### src/rtl/fifo_arbiter.sv
// Host-interface data FIFO controller: owns pointers/count of a single-port RAM and
// round-robins it between ADMA writes and SD reads. Define FIFO_ARB_ALMOST_EN for almost flags.
module fifo_arbiter #(
  parameter int DEPTH_LOG2 = 4,
  parameter int DATA_W     = 32,
  parameter int AF_LEVEL   = 12,
  parameter int AE_LEVEL   = 4
) (
  input  logic                  CLK,
  input  logic                  RESET,
  input  logic                  flush,
  input  logic                  wr_req,
  input  logic [DATA_W-1:0]     wr_data,
  output logic                  wr_ack,
  input  logic                  rd_req,
  output logic                  rd_ack,
  output logic                  rd_valid,
  output logic [DATA_W-1:0]     rd_data,
  output logic                  mem_en,
  output logic                  mem_we,
  output logic [DEPTH_LOG2-1:0] mem_addr,
  output logic [DATA_W-1:0]     mem_wdata,
  input  logic [DATA_W-1:0]     mem_rdata,
  output logic [DEPTH_LOG2:0]   count,
  output logic                  full,
  output logic                  empty,
  output logic                  overflow,
  output logic                  underflow
`ifdef FIFO_ARB_ALMOST_EN
  ,
  output logic                  almost_full,
  output logic                  almost_empty
`endif
);

  localparam logic [DEPTH_LOG2:0] DEPTH_CNT = (DEPTH_LOG2+1)'(1 << DEPTH_LOG2);

  typedef enum logic {WIN_READ = 1'b0, WIN_WRITE = 1'b1} win_e;

  logic [DEPTH_LOG2-1:0] wr_ptr;
  logic [DEPTH_LOG2-1:0] rd_ptr;
  logic [DEPTH_LOG2:0]   cnt_q;
  win_e                  last_win;
  logic                  w_elig;
  logic                  r_elig;
  logic                  grant_wr;
  logic                  grant_rd;

  assign full  = (cnt_q == DEPTH_CNT);
  assign empty = (cnt_q == '0);
  assign count = cnt_q;

  // Handshake: a request is held by the requester; the ack in the same cycle means the
  // word moved at the coming edge. Un-acked requests simply retry next cycle.
  assign w_elig   = wr_req & ~full  & ~flush & ~RESET;
  assign r_elig   = rd_req & ~empty & ~flush & ~RESET;
  assign grant_wr = w_elig & (~r_elig | (last_win == WIN_READ));
  assign grant_rd = r_elig & ~grant_wr;

  assign wr_ack    = grant_wr;
  assign rd_ack    = grant_rd;
  assign mem_en    = grant_wr | grant_rd;
  assign mem_we    = grant_wr;
  assign mem_wdata = grant_wr ? wr_data : '0;
  assign rd_data   = mem_rdata;

  always_comb begin
    mem_addr = '0;
    if (grant_wr)      mem_addr = wr_ptr;
    else if (grant_rd) mem_addr = rd_ptr;
  end

  always_ff @(posedge CLK or posedge RESET) begin
    if (RESET) begin
      wr_ptr    <= '0;
      rd_ptr    <= '0;
      cnt_q     <= '0;
      last_win  <= WIN_READ;
      rd_valid  <= 1'b0;
      overflow  <= 1'b0;
      underflow <= 1'b0;
    end else begin
      // A read granted the cycle before a flush still delivers its word.
      rd_valid <= grant_rd;
      if (flush) begin
        wr_ptr    <= '0;
        rd_ptr    <= '0;
        cnt_q     <= '0;
        last_win  <= WIN_READ;
        overflow  <= 1'b0;
        underflow <= 1'b0;
      end else begin
        if (wr_req & full)  overflow  <= 1'b1;
        if (rd_req & empty) underflow <= 1'b1;
        if (grant_wr) begin
          wr_ptr <= wr_ptr + 1'b1;
          cnt_q  <= cnt_q + 1'b1;
        end else if (grant_rd) begin
          rd_ptr <= rd_ptr + 1'b1;
          cnt_q  <= cnt_q - 1'b1;
        end
        if (w_elig & r_elig) last_win <= grant_wr ? WIN_WRITE : WIN_READ;
      end
    end
  end

`ifdef FIFO_ARB_ALMOST_EN
  localparam logic [DEPTH_LOG2:0] AF_CNT = AF_LEVEL[DEPTH_LOG2:0];
  localparam logic [DEPTH_LOG2:0] AE_CNT = AE_LEVEL[DEPTH_LOG2:0];
  assign almost_full  = (cnt_q >= AF_CNT);
  assign almost_empty = (cnt_q <= AE_CNT);
`endif

endmodule

### config.mk
export PLATFORM = sky130hd
export DESIGN_NAME = fifo_arbiter
export DESIGN_NICKNAME = d
export VERILOG_FILES = /design/src/rtl/fifo_arbiter.sv
export SDC_FILE = /design/constraint.sdc
export NUM_CORES = 1
export LEC_CHECK = 0
export ABC_AREA = 1
export BUFFER_PORTS_ARGS = -buffer_cell sky130_fd_sc_hd__buf_4
export CORE_UTILIZATION = 37
export DETAILED_ROUTE_END_ITERATION = 10
export MAX_ROUTING_LAYER = met4
export PLACE_DENSITY = 0.9
export SLEW_MARGIN = 15
export SYNTH_ARGS = -nofsm -noshare
export SYNTH_HDL_FRONTEND = slang
export SYNTH_SLANG_ARGS = --single-unit
### constraint.sdc
create_clock -name CLK -period 2.5 [get_ports CLK]
set_clock_uncertainty 0.05 [all_clocks]
set_input_delay 0.5 -clock CLK [delete_from_list [all_inputs] [get_ports CLK]]
set_output_delay 0.5 -clock CLK [all_outputs]
set_load 0.05 [all_outputs]
==> impl_results.md <==
- Status: complete, no violations
- DR vias/cell: 4.58
- Vias in the first global route: 1359
- Max_slew headroom: 0.552
- CP cell instances: nor2_1 > nand3_1 > nand3_2 > nand2_4 > buf_4 > o22ai_1 > buf_4
- Sequential area share after synthesis: 0.273
- Detailed-route DRC error count: 0
- Tcrit/Tclk final: 0.943
- Fin nets: 361
- Critical path's most frequent cell: buf_4
- Antenna cell count: 0
- Critical path's largest stage delay: 430 ps
- H-tree lvl count: 1
- GR Overflow Total: 0
- Final hold slack: 313 ps
- Warnings from Yosys: 0
- Number of max-cap violations: 0
- Top delay family on crit path: simple AND/OR/NAND/NOR gates
- Final instance area: 0.00207 mm^2
- CTS tree: done
- Starting density of the core: 0.387
- CTS max path bufs: 2
- Critical Path Slowest Stage Cell: dfrtp_2
- Port bufs: 86
- Dpl hpwl: 3260 um
- Core Util, Final: 0.515
- Final worst slack: 142 ps
- Hold Path Class: primary input to asynchronous set/reset pin
- Arrival time at the worst endpoint: 1810 ps
- Full die area: 0.00448 mm^2
- Post-Synthesis Cell Area: 0.00156 mm^2
- Routed Antenna Nets: 0
- Final Hold Vio Count: 0
- Cell Count, Final, Fillers Out: 335
- Pwr Total: 1.39 mW
- Cells after Synth: 229
- Static leakage: 1.26 nW
- Pwr per Cell Area: 671 mW/mm^2
- Core ar.: 0.00403 mm^2
- Worst vdd ir: 0.672 mV
- CP required: 1950 ps
- WL/cell: 11.7 um
- CP endpoint kind: output port
- Achievable frequency: 0.424 GHz
- Placed Cells: 329
- Slew @ Worst Pin: 671 ps
- Die W: 66.9 um
- Post-synthesis register bit count: 17
- First-pass GRT wire length: 5900 um
- CP bufs+invs: 2
- Total GRT Usage: 0.179
- Pin count of the biggest net entering global routing: 27
- Setup CP Type: flip-flop to output port
- P&R area growth vs syn: 33.0%
- Row count: 23
- Layout cell share with drive strength beyond 1: 0.400
- Post-Syn Nets: 304
- Setup_tns: 0 ps
- Max-slew violation count: 0
- Post-Place Setup Slack: 48.4 ps
- Syn Area/Cell: 6.81 um^2
- Vert. Die Dim: 66.9 um
- RSZ-0062 raised after global routing: false
- Initial antenna violation count: 0
- Cts hold-fix bufs: 0
- # IOs: 151
- Final GP Congestion: 0.817
- 1st-pass router iterations: 6
- Cell variety after synth: 27
- CTS root buffer: clkbuf_8
- Crit-path max FO: 14
- Clock transition at path regs: 70 ps
- DR vias: 1533
- Instance area at placement: 0.00201 mm^2
- Routed wire length: 3930 um
- CTS buffer count: 3
- Latest clock arrival within the worst-skew pair: 260 ps
- Final min period: 2360 ps
- Setup crit start kind: flip-flop
- Final setup viols: 0
- Drt first-iter violations: 18
- Clk sinks: 17
## worst paths after layout
path                       startpoint     endpoint  slack, ps  cells past startpoint
max reg2reg                  count[3]     count[4]        210                     14
min reg2reg                 underflow    underflow        460                      2
max                          count[3]  mem_addr[3]        140                      7
min                             RESET     overflow        310                      2
min in group CLK                flush    underflow        430                      2
max in group asynchronous       RESET     count[0]       1620                      2
## state kept, by name, summed over array words and instances, names as in the netlist
signal and count:
count 5, last_win 1, overflow 1, rd_ptr 4
rd_valid 1, underflow 1, wr_ptr 4
## routing by layer
metal / vias up / track usage / wire length [um]
met5: - / - / 0
met3: 13 / 0.0377 / 305
met4: 0 / 0.0718 / 112
met2: 67 / 0.328 / 2080
li1: 755 / - / -
met1: 698 / 0.183 / 1440
## synth_stat cells
master / n / area share
ha_1: 5 / 0.040
buf_4: 33 / 0.16
nand3b_1: 1 / 0.0048
o22ai_1: 2 / 0.0080
xor2_1: 5 / 0.028
o21ai_0: 10 / 0.032
a21oi_1: 6 / 0.019
buf_2: 3 / 0.0096
o21ai_1: 3 / 0.0096
nor2_1: 40 / 0.096
inv_2: 3 / 0.0072
inv_1: 50 / 0.12
nor2_4: 2 / 0.014
clkinv_1: 1 / 0.0024
nand2_4: 1 / 0.0072
nand3_2: 2 / 0.013
o21bai_4: 1 / 0.012
nor2_2: 1 / 0.0040
nand3_1: 9 / 0.029
clkinv_2: 1 / 0.0032
buf_6: 2 / 0.014
fa_1: 1 / 0.013
nand4_1: 1 / 0.0040
nand2_2: 3 / 0.012
dfrtp_1: 17 / 0.27
a21o_1: 1 / 0.0048
nand2_1: 25 / 0.060
## area by class of cell
type,instances,area [um^2]
repair buffers,90,679
multi-input cells,119,644
clock buffers,4,45.0
inverters,55,211
flip-flops and latches,17,432
fillers,407,1950
well taps,50,62.6
## repair_timing
item	4_1_cts	5_1_grt
resized for setup	0	1
buffers inserted	0	2
setup endpoints to repair	0	5
endpoints found under the hold margin	0	0
## where the power goes
| group | internal (mW) | switching [mW] | total (mW) |
|---|---|---|---|
| clock | 0.113 | 0.0971 | 0.210 |
| combinational | 0.266 | 0.547 | 0.812 |
| sequential | 0.321 | 0.0485 | 0.370 |
| total | 0.700 | 0.692 | 1.39 |
## layout by cell type (no fill, tap or decap), types with 2 or more instances in the layout
cell	n
nor2_4	2
inv_2	3
o22ai_1	2
nor2_1	40
dfrtp_2	5
nand2_2	3
clkbuf_8	3
nand3_2	2
inv_1	49
nand3_1	9
xor2_1	5
buf_4	89
o21ai_0	8
ha_1	5
dfrtp_1	12
o21ai_1	5
nand2_1	25
a21oi_1	6
## cell families (layout without fill, tap and decap cells)
family,after synthesis,count (layout),share of synthesized area
buffers and inverters,93,149,0.316
flip-flops,17,17,0.273
AND/OR/NAND/NOR,85,85,0.245
adder cells (fa/ha/maj),6,6,0.0529
XOR/XNOR,5,5,0.0281
AO/OA/AOI/OAI,23,23,0.0858
Note: power is estimated with default switching activity, not from simulation.
